$ cat config.mk
export PLATFORM = sky130hd
export DESIGN_NAME = regfile_writeback_queue_flat
export DESIGN_NICKNAME = d
export VERILOG_FILES = /design/src/rtl/regfile_writeback_queue_if.sv /design/src/rtl/regfile_writeback_queue.sv /design/src/flat_wrapper.sv
export SDC_FILE = /design/constraint.sdc
export NUM_CORES = 1
export LEC_CHECK = 0
export ABC_CLOCK_PERIOD_IN_PS = 9400
export CORE_MARGIN = 5
export CORE_UTILIZATION = 23
export DETAILED_ROUTE_END_ITERATION = 8
export GPL_ROUTABILITY_DRIVEN = 0
export GPL_TIMING_DRIVEN = 0
export PLACE_DENSITY = 0.51
export RECOVER_POWER = 25
export SYNTH_ARGS = -nofsm -noshare
export SYNTH_HDL_FRONTEND = slang
export SYNTH_SLANG_ARGS = --single-unit
export TNS_END_PERCENT = 10
$ cat constraint.sdc
create_clock -name Clk -period 9.4 [get_ports Clk]
set_clock_uncertainty 0.1 [all_clocks]
set_input_delay 0.94 -clock Clk [delete_from_list [all_inputs] [get_ports Clk]]
set_output_delay 0.94 -clock Clk [all_outputs]
set_load 0.02 [all_outputs]
$ cat src/rtl/regfile_writeback_queue_if.sv
// Handshake and register-file write-port bundle for regfile_writeback_queue.
// The slave side is the queue itself; the master side is its surroundings.
interface regfile_writeback_queue_if #(
  parameter int unsigned DEPTH = 4,
  parameter int unsigned XLEN  = 32,
  parameter int unsigned AW    = 5
);
  localparam int unsigned CW = $clog2(DEPTH) + 1;

  logic            alu_valid;
  logic [AW-1:0]   alu_rd;
  logic [XLEN-1:0] alu_data;
  logic            alu_ready;
  logic            mem_valid;
  logic [AW-1:0]   mem_rd;
  logic [XLEN-1:0] mem_data;
  logic            mem_ready;
  logic            rf_load;
  logic [AW-1:0]   rf_addrD;
  logic [XLEN-1:0] rf_D;
  logic [CW-1:0]   count;
  logic            full;
  logic [AW-1:0]   q_addrA;
  logic [AW-1:0]   q_addrB;
  logic            q_hitA;
  logic            q_hitB;
  logic [XLEN-1:0] q_dataA;
  logic [XLEN-1:0] q_dataB;

  modport master (
    output alu_valid, alu_rd, alu_data, mem_valid, mem_rd, mem_data, q_addrA, q_addrB,
    input  alu_ready, mem_ready, rf_load, rf_addrD, rf_D, count, full,
    input  q_hitA, q_hitB, q_dataA, q_dataB
  );

  modport slave (
    input  alu_valid, alu_rd, alu_data, mem_valid, mem_rd, mem_data, q_addrA, q_addrB,
    output alu_ready, mem_ready, rf_load, rf_addrD, rf_D, count, full,
    output q_hitA, q_hitB, q_dataA, q_dataB
  );
endinterface

$ cat src/rtl/regfile_writeback_queue.sv
// In-order writeback FIFO merging ALU and load results onto the register file write port.
// Define WBQ_BYPASS_EN to forward pending results to the q_addrA/q_addrB read ports.
module regfile_writeback_queue #(
  parameter int unsigned DEPTH = 4,
  parameter int unsigned XLEN  = 32,
  parameter int unsigned AW    = 5
) (
  input logic                    Clk,
  input logic                    Reset,
  regfile_writeback_queue_if.slave bus
);
  localparam int unsigned PW = $clog2(DEPTH);
  localparam int unsigned CW = PW + 1;

  logic [PW-1:0]   wptr_q, wptr_d, rptr_q, rptr_d, alu_slot;
  logic [CW-1:0]   count_q, count_d, free;
  logic [AW-1:0]   rd_q   [DEPTH];
  logic [XLEN-1:0] data_q [DEPTH];
  logic [AW-1:0]   last_rd_q;
  logic [XLEN-1:0] last_data_q;
  logic            mem_push, alu_push, pop;
  logic            mem_rdy, alu_rdy;

  // Free space uses the registered count only; a same-cycle pop is not credited.
  assign free    = CW'(DEPTH) - count_q;
  assign mem_rdy = (free >= CW'(1));
  assign alu_rdy = bus.mem_valid ? (free >= CW'(2)) : (free >= CW'(1));

  // Writes to x0 complete the handshake but are never stored.
  assign mem_push = bus.mem_valid && mem_rdy && (bus.mem_rd != '0);
  assign alu_push = bus.alu_valid && alu_rdy && (bus.alu_rd != '0);
  assign pop      = (count_q != '0);

  always_comb begin
    alu_slot = wptr_q + PW'(mem_push);
    wptr_d   = wptr_q + PW'(mem_push) + PW'(alu_push);
    rptr_d   = rptr_q + PW'(pop);
    count_d  = count_q + CW'(mem_push) + CW'(alu_push) - CW'(pop);
  end

  always_ff @(posedge Clk or posedge Reset) begin
    if (Reset) begin
      wptr_q      <= '0;
      rptr_q      <= '0;
      count_q     <= '0;
      last_rd_q   <= '0;
      last_data_q <= '0;
    end else begin
      wptr_q  <= wptr_d;
      rptr_q  <= rptr_d;
      count_q <= count_d;
      if (pop) begin
        last_rd_q   <= rd_q[rptr_q];
        last_data_q <= data_q[rptr_q];
      end
    end
  end

  // Slot contents need no reset: only entries below count are ever observed.
  always_ff @(posedge Clk) begin
    if (mem_push) begin
      rd_q[wptr_q]   <= bus.mem_rd;
      data_q[wptr_q] <= bus.mem_data;
    end
    if (alu_push) begin
      rd_q[alu_slot]   <= bus.alu_rd;
      data_q[alu_slot] <= bus.alu_data;
    end
  end

  assign bus.mem_ready = mem_rdy;
  assign bus.alu_ready = alu_rdy;
  assign bus.rf_load   = pop;
  assign bus.rf_addrD  = pop ? rd_q[rptr_q] : last_rd_q;
  assign bus.rf_D      = pop ? data_q[rptr_q] : last_data_q;
  assign bus.count     = count_q;
  assign bus.full      = (count_q == CW'(DEPTH));

`ifdef WBQ_BYPASS_EN
  logic            hit_a, hit_b;
  logic [XLEN-1:0] fwd_a, fwd_b;
  logic [PW-1:0]   idx;

  // Walk oldest to youngest so the youngest match wins.
  always_comb begin
    hit_a = 1'b0;
    hit_b = 1'b0;
    fwd_a = '0;
    fwd_b = '0;
    idx   = '0;
    for (int unsigned i = 0; i < DEPTH; i++) begin
      idx = rptr_q + PW'(i);
      if (CW'(i) < count_q) begin
        if ((bus.q_addrA != '0) && (rd_q[idx] == bus.q_addrA)) begin
          hit_a = 1'b1;
          fwd_a = data_q[idx];
        end
        if ((bus.q_addrB != '0) && (rd_q[idx] == bus.q_addrB)) begin
          hit_b = 1'b1;
          fwd_b = data_q[idx];
        end
      end
    end
  end

  assign bus.q_hitA  = hit_a;
  assign bus.q_hitB  = hit_b;
  assign bus.q_dataA = fwd_a;
  assign bus.q_dataB = fwd_b;
`else
  logic unused_q_addr;
  assign unused_q_addr = ^{bus.q_addrA, bus.q_addrB};
  assign bus.q_hitA    = 1'b0;
  assign bus.q_hitB    = 1'b0;
  assign bus.q_dataA   = '0;
  assign bus.q_dataB   = '0;
`endif

endmodule
$ cat src/flat_wrapper.sv
// flat-port wrapper written by rule: the top's interface ports become plain ports
module regfile_writeback_queue_flat 
#(
  parameter int unsigned DEPTH = 4,
  parameter int unsigned XLEN  = 32,
  parameter int unsigned AW    = 5
)
  (Clk, Reset, bus_alu_valid, bus_alu_rd, bus_alu_data, bus_mem_valid, bus_mem_rd, bus_mem_data, bus_q_addrA, bus_q_addrB, bus_alu_ready, bus_mem_ready, bus_rf_load, bus_rf_addrD, bus_rf_D, bus_count, bus_full, bus_q_hitA, bus_q_hitB, bus_q_dataA, bus_q_dataB);
  regfile_writeback_queue_if #(.DEPTH(DEPTH), .XLEN(XLEN), .AW(AW)) bus_i ();
  input logic Clk;
  input logic Reset;
  input wire logic [$bits(bus_i.alu_valid)-1:0] bus_alu_valid;
  input wire logic [$bits(bus_i.alu_rd)-1:0] bus_alu_rd;
  input wire logic [$bits(bus_i.alu_data)-1:0] bus_alu_data;
  input wire logic [$bits(bus_i.mem_valid)-1:0] bus_mem_valid;
  input wire logic [$bits(bus_i.mem_rd)-1:0] bus_mem_rd;
  input wire logic [$bits(bus_i.mem_data)-1:0] bus_mem_data;
  input wire logic [$bits(bus_i.q_addrA)-1:0] bus_q_addrA;
  input wire logic [$bits(bus_i.q_addrB)-1:0] bus_q_addrB;
  output wire logic [$bits(bus_i.alu_ready)-1:0] bus_alu_ready;
  output wire logic [$bits(bus_i.mem_ready)-1:0] bus_mem_ready;
  output wire logic [$bits(bus_i.rf_load)-1:0] bus_rf_load;
  output wire logic [$bits(bus_i.rf_addrD)-1:0] bus_rf_addrD;
  output wire logic [$bits(bus_i.rf_D)-1:0] bus_rf_D;
  output wire logic [$bits(bus_i.count)-1:0] bus_count;
  output wire logic [$bits(bus_i.full)-1:0] bus_full;
  output wire logic [$bits(bus_i.q_hitA)-1:0] bus_q_hitA;
  output wire logic [$bits(bus_i.q_hitB)-1:0] bus_q_hitB;
  output wire logic [$bits(bus_i.q_dataA)-1:0] bus_q_dataA;
  output wire logic [$bits(bus_i.q_dataB)-1:0] bus_q_dataB;
  assign bus_i.alu_valid = bus_alu_valid;
  assign bus_i.alu_rd = bus_alu_rd;
  assign bus_i.alu_data = bus_alu_data;
  assign bus_i.mem_valid = bus_mem_valid;
  assign bus_i.mem_rd = bus_mem_rd;
  assign bus_i.mem_data = bus_mem_data;
  assign bus_i.q_addrA = bus_q_addrA;
  assign bus_i.q_addrB = bus_q_addrB;
  assign bus_alu_ready = bus_i.alu_ready;
  assign bus_mem_ready = bus_i.mem_ready;
  assign bus_rf_load = bus_i.rf_load;
  assign bus_rf_addrD = bus_i.rf_addrD;
  assign bus_rf_D = bus_i.rf_D;
  assign bus_count = bus_i.count;
  assign bus_full = bus_i.full;
  assign bus_q_hitA = bus_i.q_hitA;
  assign bus_q_hitB = bus_i.q_hitB;
  assign bus_q_dataA = bus_i.q_dataA;
  assign bus_q_dataB = bus_i.q_dataB;
  regfile_writeback_queue #(.DEPTH(DEPTH), .XLEN(XLEN), .AW(AW)) u_core (.Clk(Clk), .Reset(Reset), .bus(bus_i));
endmodule
After elaboration in Yosys (flattened, before gate mapping)
Memory sizes are Yosys's and may differ from the RTL's.
Cells that the tools add are included.
- add/sub/neg operators: 7
- magnitude comparators: 2
- equality and inequality tests: 1
- multiplexer cells: 7
- reductions and logical operators: 7
- operators with widths (cell ; count):
    two-way mux 32 bit ; 1
    nonzero test 5 bit ; 2
    adder 2 x 1 -> 2 bit ; 3
    adder 3 x 1 -> 3 bit ; 2
    two-way mux 1 bit ; 5
    two-way mux 5 bit ; 1
    logical AND 1 bit ; 4
    == test 3 bit (second input constant) ; 1
    greater-or-equal comparator 3 x 1 -> 1 bit (second input constant) ; 1
    greater-or-equal comparator 3 x 2 -> 1 bit (second input constant) ; 1
    nonzero test 3 bit ; 1
    subtractor 3 x 1 -> 3 bit ; 1
    subtractor 3 bit (first input constant) ; 1
- register bits: 44
- RAM bits: 148
- bits of input ports: 88
- output and inout port bits: 110
- logic and storage cells: 31
- memories kept: 2
- memory list (memory ; depth ; bits a word ; read ports ; clocked after memory_dff ; write ports ; RTL line ; text):
    u_core.data_q ; 4 ; 32 ; 1 ; 0 ; 2 ; regfile_writeback_queue.sv:18 ; logic [XLEN-1:0] data_q [DEPTH];
    u_core.rd_q ; 4 ; 5 ; 1 ; 0 ; 2 ; regfile_writeback_queue.sv:17 ; logic [AW-1:0] rd_q [DEPTH];

Logic depth before layout (Yosys ltp)
Gate-level depths: netlist (run 1).
- depth after elaboration: 7
- mapped depth: 13
- gate-level depth less buffers: 13

Worst setup path after synthesis (run 1)
No wires, ideal clock.
- path type: register -> register
- start: register u_core.count_q[0], in the netlist u_core.bus.count[0]
- end: memory u_core.data_q[2][0], enable pin
- setup time: 439 ps
- data arrival time: 4131 ps
- data required time: 8861 ps
- path slack: 4730 ps
- stages on the path, launching flop included: 13
- buffers on the path: 2
- clock period less this slack: 4670 ps
- cells stage by stage: dfrtp_1 inv_1 ha_1 ha_1 or4b_2 o211ai_1 inv_1 ha_1 xnor2_1 nor4_2 buf_6 buf_6 o21bai_1
- RTL lines (element ; RTL line ; text):
    from (decl) ; regfile_writeback_queue.sv:16 ; logic [CW-1:0] count_q, count_d, free;
    from (signal assigned) ; regfile_writeback_queue.sv:51 ; count_q <= count_d;
    to (decl) ; regfile_writeback_queue.sv:18 ;

==> results_dict.tcl, run 1 <==
set metrics [dict create \
    status "complete, no violations" \
    leakagePower_uw 0.00494 \
    hold-path-endpoint "u_core.last_data_q[23]" \
    yosysWarnings 0 \
    hold_viol_final 0 \
    ys_ff_latch 192 \
    finalWirelength_um 26600 \
    hold_buffers 0 \
    holdWs_ps 366 \
    syn-cell-area_mm2 0.00991 \
    portBuffers 121 \
    grt_overflow_total 0 \
    powerDensity_mw_per_mm2 366 \
    seqCellArea_mm2 0.00555 \
    highest_layer "met5" \
    crit_family "simple AND/OR/NAND/NOR gates" \
    cts-buffers-inserted 17 \
    ys_types 33 \
    fillCellCount 4310 \
    clock_sinks 192 \
    crit_buf_inv 4 \
    met2WireLength_um 12800 \
    worstMarginPinSlew_ps 1400 \
    cts_max_path_buffers 2 \
    via_count 5605 \
    max_stage_delay_ps 960 \
    antenna_left 0 \
    vdd_drop_max_v 0.000217 \
    grt_usage_pct 11.3 \
    grt_pass1_vias 5850 \
    rsz0062_at_grt "false" \
    clockRootBuffer "clkbuf_16" \
    grt_pass1_wl_um 38700 \
    rrSetupSlack_ps 3980 \
    finalNonFillerCells 1449 \
    fmax_mhz 182 \
    min_from "u_core.last_data_q[23]" \
    crit_slowest_cell "or2_2" \
    r2r_cells 12 \
    hold_class "reg -> reg" \
    synthArstFlopShare_pct 22.9 \
    min_period_over_period_pct 58.4 \
    htreeDepth 4 \
    ys.flop_type "edfxtp_1" \
    multiInputGateArea_mm2 0.00384 \
    core_area_mm2 0.0429 \
    yosysTopAreaCell "edfxtp_1" \
    worstHoldPathCells 2 \
    grt_start_max_net_pins 38 \
    setup_violations 0 \
    critical_path_depth 10 \
    post-place-cells 1415 \
    finalSetupTns_ps 0 \
    dr.pass1.iters 4 \
    start_kind "input pin" \
    slew_headroom_pct 6.60 \
    cts-resized-gates 0 \
    cp-end-kind "register" \
    clk_pin_slew_worst_paths_ps 70 \
    io_pins 198 \
    wl_met3_um 1440 \
    r2r-end "u_core.data_q[0][15]" \
    crit_required_ps 9360 \
    die_h_um 218 \
    worstSetupPathType "in -> reg" \
    die-area_mm2 0.0474 \
    finalMaxSlewViolations 0 \
    start_util_pct 23.1 \
    tritoncts "done" \
    area_delta_synth_final_pct 28.6 \
    dr.first_iter.drc_count 171 \
    synth_enable_flop_cells 148 \
    fp.dieW_um 218 \
    wl_per_cell_um 18.4 \
    met1Wirelength_um 12000 \
    cts_setup_buffers 0 \
    critPathMaxFanout 37 \
    synth_top_cell_area_share_pct 44.8 \
    fin_nets 949 \
    synth.avg_cell_area_um2 15.5 \
    yosys-top-cells-area "edfxtp_1, mux2_4, dfrtp_1, mux4_2, mux2_2" \
    floorplan.rows 76 \
    worstPathArrival_ps 5450 \
    rr_startpoint "u_core.bus.count[0]" \
    path_cells "clkdlybuf4s50_1 > or4_1 > o211ai_1 > inv_1 > ha_1 > nand2b_1 > nor4_1 > clkbuf_1 > buf_6 > or2_2" \
    cp-startpoint "bus_mem_rd[0]" \
    min_period_ps 5490 \
    drive_above_1_share_pct 35.7 \
    synthCells 640 \
    antenna_found_initial 2 \
    routed_via_density 3.87 \
    drv_cap 0 \
    remaining_drc_errors 0 \
    dp_hpwl_um 17700 \
    clkLatencyLatePin_ps 450 \
    ys_seq_area_share_pct 55.9 \
]
-- flip-flops by register name, indices dropped and copies added (netlist names) --
name / cells
u_core.rptr_q: 2
u_core.rd_q: 20
u_core.data_q: 128
u_core.bus.count: 3
u_core.last_data_q: 32
u_core.wptr_q: 2
u_core.last_rd_q: 5
-- stage by stage --
| step | total power (uW) | util (%) | setup slack, ps | area [um^2] |
|---|---|---|---|---|
| global placement | 3980 | 28.2 | 2920 | 12100 |
| CTS | 4790 | 29.8 | 4390 | 12800 |
| detailed placement | 4030 | 28.5 | 3920 | 12200 |
| floorplan | 3030 | - | 4730 | 10200 |
| global route | 4970 | 29.7 | 3510 | 12700 |
| finish | 4660 | 29.7 | 3910 | 12700 |
-- synth_stat cells, types with 4 or more instances --
library cell,number
edfxtp_1,148
buf_2,8
nand2_1,113
mux2_2,72
nor4_2,4
mux4_2,37
inv_1,11
buf_4,66
xnor2_1,4
dfrtp_1,44
clkbuf_1,12
buf_6,12
ha_1,9
mux2_4,76
-- cell families (layout without fill, tap and decap cells) --
logic type      after synthesis  in the layout  synth area share (%)
flops                       192            192                  55.9
mux                         185            185                  28.1
simple gates                130            130                  5.79
buf+inv                     110            268                  7.67
fa+ha+maj                    11             11                  1.54
xor+xnor                      6              6                 0.530
compound gates                5              5                 0.391
other cells                   1             67                0.0378
-- power breakdown --
group,switching (uW),total (uW),internal [uW]
logic,1300,2380,1080
registers,94.9,1540,1440
clock network,339,740,401
total,1730,4660,2930
-- worst max-delay path by stage --
| stage | slack (ps) | endpoint |
|---|---|---|
| 5_1_grt | 3510 | u_core.data_q[0][15] |
| 3_5_place_dp | 3920 | u_core.data_q[3][20] |
| 2_1_floorplan | 4730 | u_core.data_q[2][0] |
| 3_3_place_gp | 2920 | u_core.data_q[2][20] |
| 4_1_cts | 4390 | u_core.data_q[3][15] |
| 6_report | 3910 | u_core.data_q[0][15] |
-- cell type report --
class	count	area share, %
repair buffers	126	10.3
diodes	1	0.0196
well taps	585	5.74
clock inverters	12	1.04
flip-flops and latches	192	43.5
clock buffers	20	3.50
inverters	11	0.324
multi-input cells	403	30.2
plain buffers	99	5.45
-- placed cells by master, fill, tap and decap left out, types with 2 or more instances in the layout --
| master | synthesis | final |
|---|---|---|
| clkbuf_16 | 0 | 17 |
| dlygate4sd3_1 | 0 | 8 |
| buf_2 | 8 | 6 |
| nor3_1 | 2 | 2 |
| clkinvlp_4 | 0 | 2 |
| buf_16 | 0 | 2 |
| inv_6 | 0 | 3 |
| fa_1 | 2 | 2 |
| ha_1 | 9 | 9 |
| xor2_1 | 2 | 2 |
| buf_6 | 12 | 9 |
| nand2_1 | 113 | 113 |
| mux4_2 | 37 | 37 |
| xnor2_1 | 4 | 4 |
| or2_2 | 2 | 2 |
| nor2b_1 | 2 | 2 |
| clkinv_4 | 0 | 2 |
| dfrtp_1 | 44 | 44 |
| buf_12 | 0 | 2 |
| clkbuf_1 | 12 | 20 |
| clkdlybuf4s50_1 | 0 | 113 |
| mux2_2 | 72 | 72 |
| nor4_1 | 0 | 3 |
| edfxtp_1 | 148 | 148 |
| conb_1 | 1 | 66 |
| inv_1 | 11 | 11 |
| buf_4 | 66 | 66 |
| bufinv_16 | 0 | 2 |
| mux2_4 | 76 | 76 |
| clkinv_2 | 0 | 2 |
-- worst register-to-register path, stage by stage, from the launching register on --
cell      delay, ps
dfrtp_1         410
inv_1           110
ha_1            230
ha_1            290
or4b_2          610
o211ai_1        250
inv_1           170
ha_1            360
nand2b_1        180
nor4_1          300
clkbuf_1        720
buf_6           310
or2_2           960
-- per-layer routing --
layer	vias to the layer above	global-route usage, %
li1	2637	-
met1	2762	14.5
met2	173	18.8
met3	29	2.98
met4	4	3.14
met5	-	0
Note: power is estimated with default switching activity, not from simulation.
==> run 2, diff against run 1 <==
- ABC_CLOCK_PERIOD_IN_PS: 9400 -> 4900
- PLACE_DENSITY: 0.51 -> 0.52
- clock period: 9.4 -> 4.9 ns (I/O delays scaled with it)
==> results_dict.tcl, run 2 (synthesized netlist as in run 1, its figures left out) <==
set metrics [dict create \
    grt_overflow_total 0 \
    wl_per_cell_um 18.0 \
    cts_setup_buffers 0 \
    finalMaxSlewViolations 31 \
    drv_cap 1 \
    cts_max_path_buffers 2 \
    post-place-cells 1415 \
    crit_buf_inv 5 \
    cp_common_cell "ha_1" \
    fp.dieW_um 218 \
    slew_headroom_pct -46.0 \
    grt_start_max_net_pins 38 \
    clkLatencyLatePin_ps 440 \
    p_sw_uw 3310 \
    grt-busiest-layer "met2" \
    hold_class "reg -> reg" \
    portBuffers 121 \
    tritoncts "done" \
    reg_top3 "u_core.data_q: 128 flops, u_core.last_data_q: 32 flops, u_core.rd_q: 20 flops" \
    grt_usage_pct 11.1 \
    dp_hpwl_um 17800 \
    fin_nets 948 \
    mostFrequentLayoutCells "edfxtp_1, nand2_1, clkdlybuf4s50_1" \
    multiInputGateArea_mm2 0.00387 \
    io_pins 198 \
    clk_pin_slew_worst_paths_ps 70 \
    power_frac_comb_pct 51.3 \
    start_util_pct 23.1 \
    worstSetupPathType "reg -> reg" \
    finalWirelength_um 26000 \
    max_stage_delay_ps 620 \
    grt_pass1_wl_um 38400 \
    powerDensity_mw_per_mm2 694 \
    p_clk_share_pct 15.4 \
    clockRootBuffer "clkbuf_16" \
    pre_cts_ws_ps -147 \
    met1_usage_pct 14.2 \
    start_kind "register" \
    crit_family "buffers and inverters" \
    hold_viol_final 0 \
    status "finished, violations left" \
    swShare_pct 37.5 \
    dr.first_iter.drc_count 261 \
    cts-buffers-inserted 17 \
    top_register "u_core.data_q" \
    core_area_mm2 0.0429 \
    die-area_mm2 0.0474 \
    use_met2_pct 19.2 \
    crit_slowest_cell "or4b_2" \
    place_area_mm2 0.0122 \
    fillCellCount 4357 \
    antenna_left 0 \
    largest_reg_flops 128 \
    drive_above_1_share_pct 36.3 \
    finalNonFillerCells 1448 \
    violations "capacitance limit, slew limit" \
    post-route-util_pct 29.7 \
    met3_usage_pct 2.49 \
    die_h_um 218 \
    path_cells "inv_1 > ha_1 > ha_1 > or4b_2 > o211ai_1 > inv_1 > ha_1 > xor2_1 > nor4_2 > buf_6 > buf_6 > a21o_2 > buf_12" \
    vdd_drop_max_v 0.000323 \
    holdWs_ps 366 \
    p_seq_share_pct 33.3 \
    area_delta_synth_final_pct 28.6 \
    routed_via_density 3.79 \
    grt_pass1_vias 5832 \
    setup_violations 0 \
    final_common_cell "edfxtp_1" \
    crit_required_ps 4930 \
    hold_buffers 0 \
    min_period_ps 4540 \
    worstPathArrival_ps 4570 \
    p_int_uw 5530 \
    clock_sinks 192 \
    dr.pass1.iters 4 \
    remaining_drc_errors 0 \
    cp-end-kind "register" \
    seqCellArea_mm2 0.00555 \
    min_period_over_period_pct 92.6 \
    critPathMaxFanout 25 \
    leakagePower_uw 0.00495 \
    htreeDepth 4 \
    worstMarginPinSlew_ps 2190 \
    fmax_mhz 220 \
    floorplan.rows 76 \
    via_count 5484 \
    rsz0062_at_grt "false" \
    antenna_found_initial 2 \
    fin_ws_ps 361 \
    fin_area_mm2 0.0127 \
]
[run 2: power groups by stage]
stage          sequential [uW]  clock [uW]  combinational [uW]
2_1_floorplan             2950           0                2870
3_3_place_gp              3010           0                4610
3_5_place_dp              3000           0                4730
4_1_cts                   2960        1420                4740
5_1_grt                   3020        1480                4920
6_report                  2950        1370                4530
[run 2: final cells by class]
cell class | instances | area share [%]
diodes | 1 | 0.0196
plain buffers | 99 | 5.64
clock buffers | 20 | 3.50
clock inverters | 12 | 0.864
inverters | 11 | 0.324
multi-input cells | 403 | 30.4
flip-flops and latches | 192 | 43.5
well taps | 585 | 5.74
repair buffers | 125 | 10.0
[run 2: through the flow]
step	TNS, ps	total power [uW]
2_1_floorplan	0	5820
3_3_place_gp	-86810	7620
3_5_place_dp	-5290	7720
4_1_cts	0	9120
5_1_grt	0	9420
6_report	0	8850
[run 2: final timing paths]
path | depth (start not counted) | from | endpoint | slack [ps]
hold / removal | 2 | u_core.last_data_q[2] | u_core.last_data_q[2] | 370
hold reg to reg | 2 | u_core.last_data_q[2] | u_core.last_data_q[2] | 370
setup reg to reg | 13 | u_core.bus.count[1] | u_core.data_q[1][3] | 360
min in group asynchronous | 2 | Reset | u_core.last_data_q[12] | 500
max in group asynchronous | 3 | Reset | u_core.last_data_q[29] | 1710
setup / recovery | 13 | u_core.bus.count[1] | u_core.data_q[1][3] | 360
[run 2: metal layers]
metal,part of all wire (%),routed length [um],vias to the layer above
met5,0.050,13,-
met4,0.97,252,2
met3,4.4,1160,13
met2,50,13000,152
met1,45,11600,2677
li1,-,-,2640
[run 2: what timing repair did]
item	in CTS	in global routing
setup endpoints to repair	37	24
pin swaps	0	1
cloned	0	0
gates resized for setup	1	3
[run 2: worst register-to-register path: stages, from the launching register on]
cell and delay [ps]:
dfrtp_1 420, inv_1 130, ha_1 220, ha_1 300, or4b_2 620, o211ai_1 280
inv_1 180, ha_1 270, xor2_1 190, nor4_2 300, buf_6 230, buf_6 230
a21o_2 460, buf_12 280
==> edit 1 (flow settings as in run 1) <==
`XLEN` is set to 32 in 3 places; all go to 16.
--- a/src/rtl/regfile_writeback_queue_if.sv
+++ b/src/rtl/regfile_writeback_queue_if.sv
@@ -2,7 +2,7 @@
 // The slave side is the queue itself; the master side is its surroundings.
 interface regfile_writeback_queue_if #(
   parameter int unsigned DEPTH = 4,
-  parameter int unsigned XLEN  = 32,
+  parameter int unsigned XLEN  = 16,
   parameter int unsigned AW    = 5
 );
   localparam int unsigned CW = $clog2(DEPTH) + 1;
--- a/src/rtl/regfile_writeback_queue.sv
+++ b/src/rtl/regfile_writeback_queue.sv
@@ -2,7 +2,7 @@
 // Define WBQ_BYPASS_EN to forward pending results to the q_addrA/q_addrB read ports.
 module regfile_writeback_queue #(
   parameter int unsigned DEPTH = 4,
-  parameter int unsigned XLEN  = 32,
+  parameter int unsigned XLEN  = 16,
   parameter int unsigned AW    = 5
 ) (
   input logic                    Clk,
--- a/src/flat_wrapper.sv
+++ b/src/flat_wrapper.sv
@@ -2,7 +2,7 @@
 module regfile_writeback_queue_flat 
 #(
   parameter int unsigned DEPTH = 4,
-  parameter int unsigned XLEN  = 32,
+  parameter int unsigned XLEN  = 16,
   parameter int unsigned AW    = 5
 )
   (Clk, Reset, bus_alu_valid, bus_alu_rd, bus_alu_data, bus_mem_valid, bus_mem_rd, bus_mem_data, bus_q_addrA, bus_q_addrB, bus_alu_ready, bus_mem_ready, bus_rf_load, bus_rf_addrD, bus_rf_D, bus_count, bus_full, bus_q_hitA, bus_q_hitB, bus_q_dataA, bus_q_dataB);
Ports: changed (5 resized); port bits go from 198 to 118. The function was not compared with the original's and may differ.
==> edit 1 against run 1 <==
Sequential cell count shrank 80; worst setup slack better by 0.092 ns; total power down 42%; synthesized area is 39% lower; synthesized cell count decreased by 40%; routed wire length down 45%; design area is 40% lower.
==> edit 1: results (changes against run 1) <==
[critical_path]
slowest_delay_ns=0.97
start_kind=primary input
cpLargestDelayFamily=simple AND/OR/NAND/NOR gates
arrival_ns=5.25  ; -0.20 ns
crit_path_max_fanout=21  ; -43%
cp_slowest_cell=a31o_1
startpoint=bus_mem_rd[3]
r2r_start=u_core.bus.count[1]

[pwr]
power.share.combinational=0.524  ; +0.012
vdd_drop_max_v=0.000155  ; -29%
p_leak_nw=3.01  ; -39%
p_switching_mw=1.01  ; -42%
clock_power_mw=0.385  ; -48%

[yosys]
yosysWarnings=0  ; unchanged
synth.distinct_cells=36  ; +9.1%
yosysSeqAreaShare=0.534  ; -0.0258
synth_edf_count=84  ; -43%
synthTopCellsByArea=edfxtp_1 42%, mux2_4 19%, dfrtp_1 12%, mux4_2 7.8%, buf_4 4.2%
async_flop_share=0.250  ; +0.0208
yosys-top-cells-count=84 x edfxtp_1, 76 x mux2_4, 65 x nand2_1

[cts]
cts.root.buffer_cell=clkbuf_16
clockBufferDepth=2  ; unchanged
post_cts_buffers=0  ; unchanged
htree_levels=3  ; -1
cts_buffers=9  ; -8
cts-resized-gates=0  ; unchanged
clk_pin_slew_ns=0.06
clock_latency_ns=0.35  ; -0.10 ns

[worst_hold_path]
hp-start=u_core.last_data_q[6]
worstHoldPathType=reg2reg

[drt]
firstDrtPassIters=5  ; +1
wl_per_cell_um=17.3  ; -5.8%
drt-initial-drc-count=168  ; -1.8%
via_per_inst=3.95  ; +2.2%
routed.top_layer=met4
wirelength_met1_mm=6.11  ; -49%
wl_met2_mm=7.39  ; -42%
wl_met3_um=944  ; -34%

[placed_design]
io_buffers=73  ; -40%
hpwlAfterDp_mm=10.3  ; -42%

[global_routing]
antenna_found_initial=0  ; -2
grt_pass1_wl_mm=21.6  ; -44%
first_global_vias=3585  ; -39%
grt_usage=0.101  ; -0.0122
grt_max_degree=29  ; -24%

[cells_and_area]
drive_gt1_frac=0.324  ; -0.0328
top_regs=u_core.data_q x64, u_core.rd_q x20, u_core.last_data_q x16
layout.nets=568  ; -40%

[status]
status=completed

[sta]
slew_headroom=0.100  ; +0.0344

==> edit 1: cell types whose count changed after synthesis, sizes merged, moves of 2 or more <==
cell and delta:
edfxtp -64, mux2 -64, nand2 -48, buf -40
dfrtp -16, mux4 -16, clkbuf -8, nand2b +2
nor2b -2
==> edit 1: final cells by class <==
type | count | area (sq um)
Fill cell | 2656 | 18400
Clock buffer | 10 | 229
Inverter | 11 | 41.3
Tap cell | 335 | 419
Timing Repair Buffer | 74 | 734
Antenna cell | 1 | 2.50
Multi-Input combinational cell | 242 | 2490
Buffer | 51 | 383
Sequential cell | 112 | 3220
Clock inverter | 6 | 65.1
==> edit 1: worst paths after layout <==
path                                    endpoint  slack, ns  cells past startpoint
max reg2reg                  u_core.data_q[3][4]       4.46                     11
max                          u_core.data_q[3][4]       4.01                      9
min reg2reg                u_core.last_data_q[6]       0.37                      2
max in group asynchronous  u_core.last_data_q[8]       6.85                      3
min                        u_core.last_data_q[6]       0.37                      2
min in group asynchronous  u_core.last_data_q[1]       0.84                      2
==> edit 1: layer usage <==
metal / vias to the layer above / track usage
met1: 1650 / 0.118
met5: - / 0
li1: 1570 / -
met4: 0 / 0.0219
met3: 12 / 0.0290
met2: 97 / 0.182
==> edit 1: metrics by stage <==
step	cells	hold WS (ns)	instance area (sq um)	power, mW	setup slack [ns]
CTS	840	0.378	7620	2.80	4.44
detailed placement	824	0.359	7330	2.41	4.09
floorplan	416	0.441	6160	1.86	5.32
finish	842	0.371	7590	2.72	4.01
global placement	824	0.354	7310	2.37	3.98
global route	841	0.393	7590	2.90	3.76
==> edit 1: logic make-up after synthesis <==
family	synth area share
flops	0.534
mux	0.282
simple gates	0.0704
buf+inv	0.0702
fa+ha+maj	0.0253
xor+xnor	0.00994
compound gates	0.00787
other cells	0.000621
==> edit 2 (flow settings as in run 1) <==
Without the edit above. Reset style: synchronous (`Reset`), changed in one clocked block.
--- a/src/rtl/regfile_writeback_queue.sv
+++ b/src/rtl/regfile_writeback_queue.sv
@@ -38,7 +38,7 @@
     count_d  = count_q + CW'(mem_push) + CW'(alu_push) - CW'(pop);
   end
 
-  always_ff @(posedge Clk or posedge Reset) begin
+  always_ff @(posedge Clk) begin
     if (Reset) begin
       wptr_q      <= '0;
       rptr_q      <= '0;
Function: differs if Reset is asserted again (counterexample within 4 cycles, from zero or initial values and one cycle with Reset high); with Reset held inactive, the same outputs for 4 cycles.
==> edit 2 against run 1 <==
Synthesized area grew 0.16%; design area shrank 0.19%; die area grew 0.16%; total power shrank 7.2%; worst setup slack lost 0.36 ns; highest routed layer unchanged; sequential cell count is the same; largest power group unchanged; routed wire length shrank 2.5%; global-route usage shrank 0.43 points; via count grew 4.4%.
==> edit 2: results (changes against run 1) <==
[critical_path]
crit_path_max_fanout=20  ; -46%
arrival_ns=5.87  ; +0.42 ns
rrSetupSlack_ns=3.56  ; -0.42 ns
critical_path_class=reg2reg
cpLargestDelayFamily=buffers and inverters
startpoint=u_core.bus.count[0]
reg2reg_depth=13  ; +1
cp_slowest_cell=clkbuf_1
r2r_end=u_core.data_q[3][27]

[cells_and_area]
layout.nets=993  ; +4.6%
drive_gt1_frac=0.334  ; -0.0228
fillers=4369  ; +1.4%

[cts]
clock_latency_ns=0.44

[yosys]
yosysSeqAreaShare=0.536  ; -0.0231
synth.distinct_cells=37  ; +12%
async_flop_share=0  ; -0.229
synthTopCellsByArea=edfxtp_1 45%, mux2_4 11%, dfxtp_1 8.9%, mux4_2 8.4%, mux2_2 8.2%

[global_routing]
grt_pass1_wl_mm=38.0  ; -1.9%
grt_usage=0.108  ; -0.00432
first_global_vias=5973  ; +2.1%
grt_max_degree=23  ; -39%
antenna_found_initial=3  ; +1

[drt]
wl_per_cell_um=17.4  ; -5.5%
vias=5851  ; +4.4%
drt-initial-drc-count=242  ; +42%

[placed_design]
io_buffers=120  ; -0.83%
hpwlAfterDp_mm=18.2  ; +2.5%
placed_cell_area_sq_um=12200  ; about the same

[status]
status=completed

[pwr]
vdd_drop_max_v=0.000148  ; -32%

[sta]
slew_headroom=0.387  ; +0.321

-- edit 2: changes by cell type in the layout (fill, tap and decap cells not counted), sizes merged, moves of 2 or more --
cell    before  now
a21oi        0   38
dfxtp        0   44
inv         14   11
clkbuf      38   42
nand2b       1    3
dfrtp       44    0
nor2         2    6
-- edit 2: where the power goes --
group	switching [mW]	leakage, nW	internal [mW]	total, mW
Combinational	1.19	2.77	0.973	2.17
Sequential	0.0764	1.74	1.33	1.41
Clock	0.332	0.279	0.422	0.754
Total	1.60	4.78	2.73	4.33
-- edit 2: metrics by stage --
| step | cells | util | setup WS (ns) |
|---|---|---|---|
| after floorplan | 751 | - | 4.74 |
| after global placement | 1456 | 0.282 | 2.94 |
| after detailed placement | 1460 | 0.284 | 4.25 |
| after CTS | 1492 | 0.298 | 4.62 |
| after global routing | 1492 | 0.297 | 3.23 |
| final | 1494 | 0.297 | 3.56 |
-- edit 2: worst min-delay path by stage --
stage,startpoint,to,cells after the start,slack (ns)
after detailed placement,u_core.last_data_q[3],u_core.last_data_q[3],2,0.36
final,u_core.last_rd_q[2],u_core.last_rd_q[2],2,0.37
after global routing,u_core.last_data_q[25],u_core.last_data_q[25],2,0.39
after CTS,u_core.last_data_q[25],u_core.last_data_q[25],2,0.37
after global placement,u_core.last_data_q[18],u_core.last_data_q[18],2,0.36
after floorplan,u_core.last_data_q[26],u_core.last_data_q[26],2,0.35
-- edit 2: cell families after synthesis --
family,synth area share
flops,0.536
mux,0.280
simple gates,0.0609
buf+inv,0.0779
compound gates,0.0234
fa+ha+maj,0.0154
xor+xnor,0.00529
other cells,0.000378
-- edit 2: cell type report --
class / instances / area share
diodes: 2 / 0.000393
plain buffers: 104 / 0.0551
clock buffers: 20 / 0.0343
clock inverters: 12 / 0.0126
inverters: 9 / 0.00265
multi-input cells: 446 / 0.318
flip-flops and latches: 192 / 0.418
well taps: 585 / 0.0575
repair buffers: 124 / 0.101
-- edit 2: worst min-delay path, cell delays in order, from the launching register on --
cell and delay, ns:
dfxtp_1 0.30, nand2_1 0.07, a21oi_1 0.06
-- edit 2: per-layer routing --
layer  vias up  GRT usage  share of wire
met3        19     0.0282          0.057
li1       2799          -              -
met4         4     0.0295          0.011
met2       148      0.190           0.50
met5         -          0        0.00093
met1      2881      0.133           0.43
